`src/rtl/ctrl_pkg.sv`:
```
// rtl/ctrl_pkg.sv - shared state encodings and opcode classes for the multicycle sequencer
package ctrl_pkg;

    typedef enum logic [2:0] {
        ST_FETCH     = 3'b000,
        ST_DECODE    = 3'b001,
        ST_EXECUTE   = 3'b010,
        ST_MEMORY    = 3'b011,
        ST_WRITEBACK = 3'b100,
        ST_FAULT     = 3'b111
    } seq_state_t;

    localparam logic [6:0] OPC_LOAD  = 7'b0000011;
    localparam logic [6:0] OPC_STORE = 7'b0100011;

    function automatic logic is_mem_opcode(input logic [6:0] opc);
        return (opc == OPC_LOAD) || (opc == OPC_STORE);
    endfunction

endpackage

```
`src/rtl/mem_wait_timer.sv`:
```
// rtl/mem_wait_timer.sv - counts unanswered memory-request cycles and flags the timeout limit
module mem_wait_timer #(
    parameter int MEM_TIMEOUT = 15
) (
    input  logic clk,
    input  logic rst,
    input  logic clear,
    input  logic tick,
    output logic expired
);

    localparam int CW = (MEM_TIMEOUT > 1) ? $clog2(MEM_TIMEOUT + 1) : 1;
    localparam logic [CW-1:0] TIMEOUT_VAL = CW'(MEM_TIMEOUT);

    logic [CW-1:0] wait_cnt_q;
    logic [CW-1:0] wait_cnt_d;

    // A limit of zero never expires; the counter then simply free-runs while waiting.
    assign expired = (MEM_TIMEOUT != 0) && (wait_cnt_q == TIMEOUT_VAL);

    always_comb begin
        wait_cnt_d = wait_cnt_q;
        if (clear) begin
            wait_cnt_d = '0;
        end else if (tick && !expired) begin
            wait_cnt_d = wait_cnt_q + 1'b1;
        end
    end

    always_ff @(posedge clk or posedge rst) begin
        if (rst) begin
            wait_cnt_q <= '0;
        end else begin
            wait_cnt_q <= wait_cnt_d;
        end
    end

endmodule

```
`src/rtl/multicycle_sequencer.sv`:
```
// rtl/multicycle_sequencer.sv - fetch/decode/execute/memory/writeback sequencer with commit strobes,
// retire counter and sticky memory-timeout fault
module multicycle_sequencer
    import ctrl_pkg::*;
#(
    parameter int DATA_WIDTH  = 32,
    parameter int CNT_WIDTH   = 32,
    parameter int MEM_TIMEOUT = 15
) (
    input  logic                  clk,
    input  logic                  rst,
    input  logic [DATA_WIDTH-1:0] instr_i,
    input  logic [2:0]            RegWrite_i,
    input  logic                  imem_ready_i,
    input  logic                  dmem_ready_i,
    output logic                  imem_req_o,
    output logic                  IRWrite_o,
    output logic                  dmem_req_o,
    output logic                  dmem_we_o,
    output logic                  RegWriteEn_o,
    output logic                  PCWrite_o,
    output logic                  fault_o,
    output logic [2:0]            state_o,
    output logic [CNT_WIDTH-1:0]  retired_o
);

    seq_state_t           state_q, state_d;
    logic                 is_store_q, is_store_d;
    logic [CNT_WIDTH-1:0] retired_q, retired_d;

    logic       ir_write;
    logic       pc_write;
    logic       timer_tick;
    logic       timer_clear;
    logic       timer_expired;
    logic [6:0] opcode;
    logic       unused_instr;

    assign opcode       = instr_i[6:0];
    assign unused_instr = ^instr_i[DATA_WIDTH-1:7];

    mem_wait_timer #(
        .MEM_TIMEOUT (MEM_TIMEOUT)
    ) u_wait_timer (
        .clk     (clk),
        .rst     (rst),
        .clear   (timer_clear),
        .tick    (timer_tick),
        .expired (timer_expired)
    );

    always_comb begin
        state_d    = state_q;
        is_store_d = is_store_q;
        ir_write   = 1'b0;
        pc_write   = 1'b0;
        timer_tick = 1'b0;
        case (state_q)
            ST_FETCH: begin
                if (imem_ready_i) begin
                    ir_write = 1'b1;
                    state_d  = ST_DECODE;
                end else begin
                    timer_tick = 1'b1;
                    if (timer_expired) begin
                        state_d = ST_FAULT;
                    end
                end
            end
            ST_DECODE: begin
                state_d = ST_EXECUTE;
            end
            ST_EXECUTE: begin
                // Latch the class so the memory phase does not depend on instr_i staying put.
                is_store_d = (opcode == OPC_STORE);
                if (is_mem_opcode(opcode)) begin
                    state_d = ST_MEMORY;
                end else if (RegWrite_i != 3'b000) begin
                    state_d = ST_WRITEBACK;
                end else begin
                    pc_write = 1'b1;
                    state_d  = ST_FETCH;
                end
            end
            ST_MEMORY: begin
                if (dmem_ready_i) begin
                    if (is_store_q) begin
                        pc_write = 1'b1;
                        state_d  = ST_FETCH;
                    end else begin
                        state_d = ST_WRITEBACK;
                    end
                end else begin
                    timer_tick = 1'b1;
                    if (timer_expired) begin
                        state_d = ST_FAULT;
                    end
                end
            end
            ST_WRITEBACK: begin
                pc_write = 1'b1;
                state_d  = ST_FETCH;
            end
            ST_FAULT: begin
                state_d = ST_FAULT;
            end
            default: begin
                state_d = ST_FAULT;
            end
        endcase
        timer_clear = !timer_tick;
        retired_d   = retired_q + CNT_WIDTH'(pc_write);
    end

    always_ff @(posedge clk or posedge rst) begin
        if (rst) begin
            state_q    <= ST_FETCH;
            is_store_q <= 1'b0;
            retired_q  <= '0;
        end else begin
            state_q    <= state_d;
            is_store_q <= is_store_d;
            retired_q  <= retired_d;
        end
    end

    // Everything is held quiet while reset is asserted, including the Mealy strobes.
    assign imem_req_o   = !rst && (state_q == ST_FETCH);
    assign IRWrite_o    = !rst && ir_write;
    assign dmem_req_o   = !rst && (state_q == ST_MEMORY);
    assign dmem_we_o    = !rst && (state_q == ST_MEMORY) && is_store_q;
    assign RegWriteEn_o = !rst && (state_q == ST_WRITEBACK);
    assign PCWrite_o    = !rst && pc_write;
    assign fault_o      = (state_q == ST_FAULT);
    assign state_o      = state_q;
    assign retired_o    = retired_q;

endmodule
```
`config.mk`:
```
export PLATFORM = sky130hd
export DESIGN_NAME = multicycle_sequencer
export DESIGN_NICKNAME = d
export VERILOG_FILES = /design/src/rtl/ctrl_pkg.sv /design/src/rtl/mem_wait_timer.sv /design/src/rtl/multicycle_sequencer.sv
export SDC_FILE = /design/constraint.sdc
export NUM_CORES = 1
export LEC_CHECK = 0
export ABC_AREA = 1
export BUFFER_PORTS_ARGS = -buffer_cell sky130_fd_sc_hd__buf_2
export CORE_MARGIN = 1
export CORE_UTILIZATION = 46
export CTS_BUF_LIST = sky130_fd_sc_hd__clkbuf_8
export DETAILED_ROUTE_END_ITERATION = 12
export PLACE_DENSITY = 0.78
export SYNTH_ARGS = -nofsm -noshare
export SYNTH_HDL_FRONTEND = slang
export SYNTH_SLANG_ARGS = --single-unit
```
`constraint.sdc`:
```
create_clock -name clk -period 2.5 [get_ports clk]
set_input_delay 0.25 -clock clk [delete_from_list [all_inputs] [get_ports clk]]
set_output_delay 0.25 -clock clk [all_outputs]
set_load 0.005 [all_outputs]
```
==> results.md, run 1 <==
- Antenna viol nets, final: 0
- Most common cell after layout, fill and taps aside: nand2_1
- Final WL: 5060 µm
- Clk pwr share: 25.5%
- IO Count: 81
- P_int: 1.12 mW
- Proportion of synthesized area in mux cells: 0%
- # setup viols final: 0
- CP Capture Type: flop
- Max-slew violation count: 0
- CP Launch Type: flop
- Post-DP HPWL: 4000 µm
- Die Ht: 73.4 µm
- Compound-Gate Fraction of Synth Area: 1.71%
- Psw: 567 µW
- Vias in the first global route: 2,098
- Overflow after GRT: 0
- Setup bufs post-CTS: 0
- R2R depth: 14
- Met1 GRT Util: 24.8%
- Total track usage: 21.1%
- Post-synthesis sequential area ratio: 42.7%
- Layout cells sized above 1: 21.3%
- Cell Pwr Density: 598 mW/mm²
- Final net count: 435
- DR WL/cell: 11.0 µm
- Maximum clock path buffer count: 2
- Crit path required time: 2680 ps
- Pleak: 1.51 nW
- Synth warn: 0
- Data arrival, critical path: 2420 ps
- DR pass1 iterations: 4
- Initial antenna violation count: 0
- Initial core utilization: 48.6%
- Worst min path class: in2reg
- Met3 usage: 4.80%
- Setup TNS: 0 ps
- Max Fanout on Critical Path: 10
- Post-Syn Nets: 371
- Die area: 0.00538 mm²
- F_max: 0.447 GHz
- Peak VDD IR: 0.459 mV
- Core area: 0.00482 mm²
- N_diodes: 0
- Met2 Use GR: 36.7%
- Clock latency on the worst-skew pair: 290 ps
- Unique masters post-synth: 21
- CTS tree: yes
- Sw Ratio: 33.5%
- Slew headroom: 67.5%
- CTS root buf: clkbuf_8
- Largest family of logic cells by synthesized area: simple AND/OR/NAND/NOR gates
- Filler cell count in the final layout: 479
- Die Wd: 73.4 µm
- Post-DP Area: 0.00271 mm²
- #FFs+latches synth: 40
- Most frequent cells in the layout: nand2_1 (119), nor2_1 (57), buf_2 (55), inv_1 (40), dfrtp_1 (40)
- Worst-path clk slew: 70 ps
- H-tree levels: 2
- Gpl congestion: 0.845
- Seq pwr share: 48.1%
- # rows: 25
- First-pass GRT wire length: 8780 µm
- Iter 0 DRT Violations: 122
- # port buffers: 55
- RSZ-0062 raised after global routing: no
- Number of max-cap violations: 0
- Hold depth: 3
- Final Cell Area: 0.00283 mm²
- Post-layout min period: 2240 ps
- Clock sinks: 40
- Outcome: complete, no violations
- Final hold vios: 0
- Post-Syn Instances: 329
- CTS buffer count: 5
- Busiest grt layer: met2
- Clock skew: 5.14 ps
- Critical path class: reg2reg
- Post-Synth Simple-Gate Area: 41.3%
- Drt drc: 0
- Vias: 2,211
- Xor/xnor cell area share of the yosys netlist: 6.30%
- Syn_area_per_cell: 7.12 µm²
- Post-Synthesis Cell Area: 0.00234 mm²
- Via/cell ratio: 4.80
- Syn-to-layout area delta: 20.8%
- Tcrit/Tclk final: 89.5%
- Largest net degree at the start of global routing: 40
- Synth Area in Adders: 1.60%
- Comb power frac: 26.4%
- Worst-margin pin slew: 488 ps
==> cell usage after synthesis <==
library cell / instances / area (µm²)
nand2_1: 119 / 447
nor2_1: 57 / 214
dfrtp_1: 40 / 1000
inv_1: 38 / 143
nand3_1: 20 / 100
xor2_1: 9 / 78.8
nor2_2: 8 / 50.1
xnor2_1: 6 / 52.6
o21ai_0: 5 / 25.0
nand2_2: 4 / 25.0
nand3b_1: 4 / 30.0
nor3_1: 4 / 20.0
a21oi_1: 3 / 15.0
ha_1: 3 / 37.5
nand2_4: 2 / 22.5
nor2_8: 2 / 40.0
clkinv_1: 1 / 3.75
inv_2: 1 / 3.75
nor2_4: 1 / 11.3
nor3b_1: 1 / 7.51
xor2_2: 1 / 16.3
==> worst max-delay path, stage by stage (launching register included) <==
cell and delay (ps):
dfrtp_1 410, clkinvlp_4 170, nand3_1 150, nor2_1 120
nand2_1 70, nand2_1 70, ha_1 250, ha_4 190
inv_1 70, nor2_2 170, nand2_2 120, nor2_2 150
nand2_1 70, nand2_1 60, nand2_1 40
==> repair_timing <==
item                       4_1_cts  5_1_grt
gates resized for setup          0        4
setup endpoints to repair        0        3
hold endpoints to repair         1        0
hold buffers                     1        0
==> sequential cells by signal, summed over array words and instances (netlist names) <==
signal                   flops
u_wait_timer.wait_cnt_q      4
retired_o                   32
is_store_q                   1
state_o                      3
==> layer usage <==
layer	vias to the layer above	routed length, µm
li1	1135	-
met1	992	2250
met2	66	2340
met3	18	306
met4	0	166
met5	-	0
==> path summary, 6_finish.rpt <==
path,start,to,slack [ps]
max,state_o[2]$_DFF_PP0_,retired_o[18]$_DFF_PP0_,260
min,instr_i[5],is_store_q$_DFFE_PP0N_,150
max reg2reg,state_o[2]$_DFF_PP0_,retired_o[18]$_DFF_PP0_,260
min reg2reg,retired_o[31]$_DFF_PP0_,retired_o[31]$_DFF_PP0_,490
max in group asynchronous,rst,retired_o[26]$_DFF_PP0_,1450
min in group asynchronous,rst,is_store_q$_DFFE_PP0N_,400
==> area by class of cell <==
| type | count | area [µm²] | area share [%] |
|---|---|---|---|
| repair buffers | 57 | 293 | 10.3 |
| inverters | 40 | 154 | 5.44 |
| flip-flops and latches | 40 | 1000 | 35.4 |
| multi-input cells | 249 | 1210 | 42.7 |
| clock inverters | 2 | 7.51 | 0.265 |
| clock buffers | 6 | 82.6 | 2.92 |
| well taps | 67 | 83.8 | 2.96 |
==> metrics by stage <==
stage	std cells	total power, mW	util [%]	setup WS [ps]	hold slack [ps]
floorplan	329	1.10	-	507	360
global placement	452	1.24	56.3	247	149
detailed placement	452	1.25	56.3	172	152
CTS	461	1.68	58.3	151	153
global route	461	1.80	58.8	75.5	186
finish	461	1.69	58.8	262	155
==> cell families after synthesis <==
logic type,Yosys count
flops,40
xor+xnor,16
buf+inv,40
fa+ha+maj,3
simple gates,222
compound gates,8
==> power by group through the flow <==
stage | clock network [mW] | registers (mW) | logic (mW)
floorplan | 0 | 0.813 | 0.286
global placement | 0 | 0.813 | 0.424
detailed placement | 0 | 0.814 | 0.437
CTS | 0.438 | 0.803 | 0.439
global route | 0.463 | 0.825 | 0.513
finish | 0.431 | 0.814 | 0.447
Note: power is estimated with default switching activity, not from simulation.
==> run 2, diff against run 1 <==
RECOVER_POWER = 100   (was not set)
==> results.md, run 2 (same netlist as run 1, synthesis figures left out) <==
- Outcome: complete, no violations
- # setup viols final: 0 (unchanged)
- N_diodes: 0 (unchanged)
- Initial core utilization: 48.6% (unchanged)
- Hold depth: 3 (unchanged)
- Peak VDD IR: 0.454 mV (-1.0%)
- CP Capture Type: flop
- WHS: 151 ps (-3.66 ps)
- First-pass GRT wire length: 8780 µm (unchanged)
- Clock sinks: 40 (unchanged)
- Post-Route M1 WL: 2280 µm (+1.4%)
- Tcrit/Tclk final: 89.6% (+0.094 points)
- Sw Ratio: 33.7% (+0.14 points)
- P_int: 1.11 mW (-0.87%)
- Clock skew: 4.46 ps (-0.680 ps)
- Register area: 0.00100 mm² (unchanged)
- Max-slew violation count: 0 (unchanged)
- Worst min path class: in2reg
- F_max: 0.446 GHz (-0.10%)
- Die Ht: 73.4 µm (unchanged)
- Most frequent cells in the layout: nand2_1 (122), nor2_1 (60), inv_1 (41), dfrtp_1 (40), buf_2 (31)
- Syn-to-layout area delta: 18.3%
- Post-Layout Cell Count: 461 (unchanged)
- DR WL met2: 2360 µm (+1.0%)
- CTS root buf: clkbuf_8
- Post-DP HPWL: 4000 µm (unchanged)
- Psw: 566 µW (-0.25%)
- Vias: 2,186 (-1.1%)
- Number of max-cap violations: 0 (unchanged)
- Clk pwr share: 25.8% (+0.3 points)
- Layout cells sized above 1: 13.7% (-7.6 points)
- Setup TNS: 0 ps (unchanged)
- H-tree levels: 2 (unchanged)
- DR WL/cell: 11.0 µm (+0.67%)
- R2R depth: 13 (-1)
- Pleak: 1.38 nW (-8.6%)
- Most common cell after layout, fill and taps aside: nand2_1
- Seq pwr share: 48.3% (+0.2 points)
- Final WL: 5090 µm (+0.67%)
- DR WL met3: 292 µm (-4.6%)
- Clock latency on the worst-skew pair: 290 ps (about the same)
- Flop2flop setup slack: 260 ps (about the same)
- # port buffers: 55 (unchanged)
- Vias in the first global route: 2,098 (unchanged)
- Iter 0 DRT Violations: 79 (-35%)
- CTS buffer count: 5 (unchanged)
- CP Launch Type: flop
- Max FFs per register: 32 (unchanged)
- Comb power frac: 25.8% (-0.6 points)
- Final net count: 435 (unchanged)
- Slew headroom: 36.2% (-31 points)
- Critical path class: reg2reg
- Filler cell count in the final layout: 499 (+4.2%)
- # rows: 25 (unchanged)
- Worst-margin pin slew: 957 ps (+469 ps)
- Setup bufs post-CTS: 0 (unchanged)
- Core area: 0.00482 mm² (unchanged)
- IO Count: 81 (unchanged)
- Placed Cells incl. Taps: 452 (unchanged)
- Design Power: 1.68 mW (-0.67%)
- Largest net degree at the start of global routing: 40 (unchanged)
- CTS tree: yes
- Antenna viol nets, final: 0 (unchanged)
- Data arrival, critical path: 2430 ps (about the same)
- DR pass1 iterations: 4 (unchanged)
- Worst-path clk slew: 70 ps (about the same)
- Die Wd: 73.4 µm (unchanged)
- Gpl congestion: 0.845 (unchanged)
- Drt drc: 0 (unchanged)
- Highest routed layer: met4
- Die area: 0.00538 mm² (unchanged)
- Final hold vios: 0 (unchanged)
- Total track usage: 21.1% (unchanged)
- Initial antenna violation count: 0 (unchanged)
- Via/cell ratio: 4.74 (-1.1%)
- RSZ-0062 raised after global routing: no
- Multi-input logic area: 0.00118 mm² (-2.5%)
- Cell Pwr Density: 606 mW/mm² (+1.5%)
- Maximum clock path buffer count: 2 (unchanged)
- Overflow after GRT: 0 (unchanged)
- Max Fanout on Critical Path: 10 (unchanged)
- Post-layout min period: 2240 ps (+2.34 ps)
- Crit path required time: 2690 ps (about the same)
run 2: cell types whose count changed in the layout (fill, tap and decap cells not counted), sizes merged:
cell,before,now
buf,56,32
clkbuf,6,30
run 2: what timing repair did:
item | CTS | global route
setup endpoints to repair | 0 | 3
hold endpoints to repair | 1 | 0
resized for setup | 0 | 4
hold buffers | 1 | 0
run 2: per-layer routing:
layer	global-route usage (%)	vias up
met5	0	-
met4	9.19	0
met3	4.80	17
met2	36.7	60
met1	24.8	979
li1	-	1130
run 2: metrics by stage:
step | setup WS (ps) | utilization, % | area, µm²
after floorplan | 507 | - | 2340
after global placement | 247 | 56.3 | 2710
after detailed placement | 172 | 56.3 | 2710
after CTS | 151 | 58.3 | 2810
after global routing | 32.3 | 57.5 | 2770
final | 260 | 57.5 | 2770
run 2: worst max-delay path: stages, from the launching register on:
cell and delay [ps]:
dfrtp_1 410, clkinvlp_4 160, nand3_1 150, nor2_1 120
nand2_1 70, nand2_1 70, ha_1 250, inv_1 140
nor2_8 160, inv_1 50, nor2_1 340, nand2_1 90
nand2_1 60, nand2_1 40
run 2: final cells by class:
| class | instances | share of cell area (%) |
|---|---|---|
| Tap cell | 67 | 3.02 |
| Multi-Input combinational cell | 249 | 42.6 |
| Clock inverter | 2 | 0.271 |
| Timing Repair Buffer | 57 | 9.48 |
| Sequential cell | 40 | 36.1 |
| Inverter | 40 | 5.55 |
| Clock buffer | 6 | 2.98 |
run 2: path summary, 6_finish.rpt:
check                                        start                       to
max in group asynchronous                      rst  retired_o[26]$_DFF_PP0_
hold / removal                          instr_i[5]   is_store_q$_DFFE_PP0N_
setup / recovery              state_o[2]$_DFF_PP0_  retired_o[27]$_DFF_PP0_
hold reg to reg            retired_o[31]$_DFF_PP0_  retired_o[31]$_DFF_PP0_
min in group asynchronous                      rst   is_store_q$_DFFE_PP0N_
setup reg to reg              state_o[2]$_DFF_PP0_  retired_o[27]$_DFF_PP0_
run 2: power by group through the flow:
stage          sequential (mW)  combinational, mW  clock, mW
2_1_floorplan            0.813              0.286          0
3_3_place_gp             0.813              0.424          0
3_5_place_dp             0.814              0.437          0
4_1_cts                  0.803              0.439      0.438
5_1_grt                  0.823              0.498      0.463
6_report                 0.812              0.434      0.434
==> run 3, diff against run 2 <==
ABC_AREA = not set   (was 1)
PLACE_DENSITY = 0.81   (was 0.78)
==> results.md, run 3 <==
- Post-Syn Instances: 191 (-42%)
- Worst min path class: in2reg
- Worst-path clk slew: 70 ps (about the same)
- Drt drc: 0 (unchanged)
- # rows: 23 (-8.0%)
- Initial antenna violation count: 0 (unchanged)
- Psw: 511 µW (-9.8%)
- Final WL: 3980 µm (-22%)
- Largest net degree at the start of global routing: 41 (+2.5%)
- P_int: 1.22 mW (+9.1%)
- Worst hold start: instr_i[5]
- N_diodes: 0 (unchanged)
- Crit path required time: 2710 ps (+20 ps)
- Peak VDD IR: 0.463 mV (+2.0%)
- Syn-to-layout area delta: 22.7%
- Seq pwr share: 47.5% (-0.8 points)
- CP Capture Type: flop
- Vias in the first global route: 1,433 (-32%)
- Clock skew: 7.71 ps (+3.25 ps)
- Data arrival, critical path: 2580 ps (+150 ps)
- FFs w/ async S/R, synth: 100% (unchanged)
- DR WL met2: 1890 µm (-20%)
- Most numerous cell in the Yosys netlist: dfrtp_1
- F_max: 0.420 GHz (-5.8%)
- Clock latency on the worst-skew pair: 280 ps (about the same)
- Antenna viol nets, final: 0 (unchanged)
- Outcome: complete, but fails checks
- Max Fanout on Critical Path: 6 (-4)
- Die area: 0.00461 mm² (-14%)
- Synth warn: 0 (unchanged)
- Layout cells sized above 1: 22.0% (+8.3 points)
- DR WL/cell: 12.9 µm (+17%)
- DR pass1 iterations: 4 (unchanged)
- Initial core utilization: 48.9% (+0.28 points)
- Most frequent cells in the layout: dfrtp_1 (40), buf_2 (31), clkbuf_1 (30), xnor2_1 (20), nand2_1 (16)
- Core area: 0.00409 mm² (-15%)
- Post-layout min period: 2380 ps (+138 ps)
- Maximum clock path buffer count: 2 (unchanged)
- Post-Synthesis Cell Area: 0.00200 mm² (-15%)
- Gpl congestion: 0.839 (-0.71%)
- Overflow after GRT: 0 (unchanged)
- Post-synth EDFFs: 0 (unchanged)
- Die Ht: 67.9 µm (-7.4%)
- Synth Flop Type: dfrtp_1
- DR WL met3: 141 µm (-52%)
- Most common cell after layout, fill and taps aside: dfrtp_1
- Final net count: 300 (-31%)
- Critical path class: reg2reg
- H-tree levels: 2 (unchanged)
- Worst-margin pin slew: 2040 ps (+1080 ps)
- Sw Ratio: 29.6% (-4.1 points)
- Setup TNS: 0 ps (unchanged)
- CTS tree: yes
- Worst setup path startpoint: state_o[1]$_DFF_PP0_
- #FFs+latches synth: 40 (unchanged)
- RSZ-0062 raised after global routing: no
- R2R Path Start: state_o[1]$_DFF_PP0_
- Final hold vios: 0 (unchanged)
- Cell Pwr Density: 704 mW/mm² (+16%)
- Clk pwr share: 28.8% (+3.0 points)
- Comb power frac: 23.7% (-2.1 points)
- Post-CTS Hold Fix Bufs: 0 (-1)
- Highest routed layer: met4
- Total track usage: 18.3% (-2.7 points)
- Slew headroom: -35.8% (-72 points)
- Number of max-cap violations: 1 (+1)
- Final Cell Area: 0.00245 mm² (-11%)
- Design Power: 1.73 mW (+2.7%)
- Unique masters post-synth: 36 (+71%)
- Tcrit/Tclk final: 95.1% (+5.5 points)
- First-pass GRT wire length: 6400 µm (-27%)
- Clock sinks: 40 (unchanged)
- Vias: 1,651 (-24%)
- IO Count: 81 (unchanged)
- CTS buffer count: 5 (unchanged)
- # port buffers: 55 (unchanged)
- Iter 0 DRT Violations: 101 (+28%)
- Synth top area cells: dfrtp_1 (50%), xnor2_1 (8.8%), xor2_1 (4.8%), nand4_1 (3.8%), nand3_1 (3.0%)
- Post-DP Area: 0.00240 mm² (-11%)
- Most frequent cells after synthesis: dfrtp_1 (40), xnor2_1 (20), nand2_1 (16)
- Violated checks: max-capacitance violations, max-slew violations
- Die Wd: 67.9 µm (-7.4%)
- Via/cell ratio: 5.34 (+13%)
- Max-slew violation count: 41 (+41)
- Post-Route M1 WL: 1890 µm (-17%)
- Pleak: 1.15 nW (-17%)
- Synth area leader: dfrtp_1
- CP Launch Type: flop
- Post-synthesis sequential area ratio: 50.1% (+7.4 points)
- Syn_area_per_cell: 10.5 µm² (+47%)
- CTS root buf: clkbuf_8
- Post-Syn Nets: 233 (-37%)
- # setup viols final: 0 (unchanged)
- Area share of the largest cell type after synthesis: 50.1% (+7.4 points)
- Max FFs per register: 32 (unchanged)
- Post-DP HPWL: 3060 µm (-24%)
-- run 3: cell types whose count changed after synthesis, sizes merged, moves of 6 or more --
cell,before,now
xnor2,6,20
nand3,20,12
nand4,0,13
nor2,68,14
inv,39,7
nor4,0,6
nand2,125,16
nor3,4,13
-- run 3: cell type report --
| class | count | area, µm² |
|---|---|---|
| Multi-Input combinational cell | 139 | 961 |
| Clock inverter | 3 | 38.8 |
| Inverter | 7 | 26.3 |
| Clock buffer | 5 | 68.8 |
| Fill cell | 353 | 1630 |
| Timing Repair Buffer | 65 | 295 |
| Sequential cell | 40 | 1000 |
| Tap cell | 50 | 62.6 |
-- run 3: cell families after synthesis --
kind of cell | synth area share, %
AND/OR/NAND/NOR | 26.5
XOR/XNOR | 13.6
AO/OA/AOI/OAI | 4.26
adder cells (fa/ha/maj) | 1.88
buffers and inverters | 2.69
multiplexers | 1.00
flip-flops | 50.1
-- run 3: worst paths after layout --
| check | endpoint | slack [ps] | depth (start not counted) |
|---|---|---|---|
| worst max-delay path | retired_o[24]$_DFF_PP0_ | 120 | 9 |
| worst min-delay path | is_store_q$_DFFE_PP0N_ | 230 | 3 |
| worst max register to register | retired_o[24]$_DFF_PP0_ | 120 | 9 |
| worst min register to register | retired_o[31]$_DFF_PP0_ | 470 | 1 |
| max in group asynchronous | retired_o[24]$_DFF_PP0_ | 540 | 3 |
| min in group asynchronous | is_store_q$_DFFE_PP0N_ | 790 | 3 |
-- run 3: what timing repair did --
action	4_1_cts	5_1_grt
endpoints found under the setup margin	0	4
gates resized for setup	0	1
setup buffers	0	0
-- run 3: metal layers --
layer	vias up	global-route usage, %
met1	792	24.8
met2	45	28.8
li1	808	-
met4	0	6.25
met5	-	0
met3	6	4.00
-- run 3: critical path, stage by stage (launching register included) --
cell and delay (ps):
dfrtp_1 440, or2_2 330, o22ai_1 180, a31o_2 140, ha_2 220, ha_4 160, nand4_1 110, or3_4 400
nor3_1 180, xor2_1 160
-- run 3: power groups by stage --
stage / Combinational (mW) / Clock [mW] / Sequential, mW
global route: 0.456 / 0.535 / 0.832
global placement: 0.426 / 0 / 0.826
detailed placement: 0.441 / 0 / 0.828
floorplan: 0.250 / 0 / 0.822
CTS: 0.440 / 0.509 / 0.818
finish: 0.409 / 0.498 / 0.820
-- run 3: through the flow --
| step | setup slack (ps) | instances | util [%] | hold WS (ps) |
|---|---|---|---|---|
| after CTS | 75.5 | 309 | 61.5 | 160 |
| final | 122 | 309 | 60.0 | 227 |
| after detailed placement | 90.1 | 301 | 58.8 | 459 |
| after floorplan | 31.7 | 191 | - | 399 |
| after global placement | 123 | 301 | 58.8 | 456 |
| after global routing | 11.7 | 309 | 60.0 | 232 |
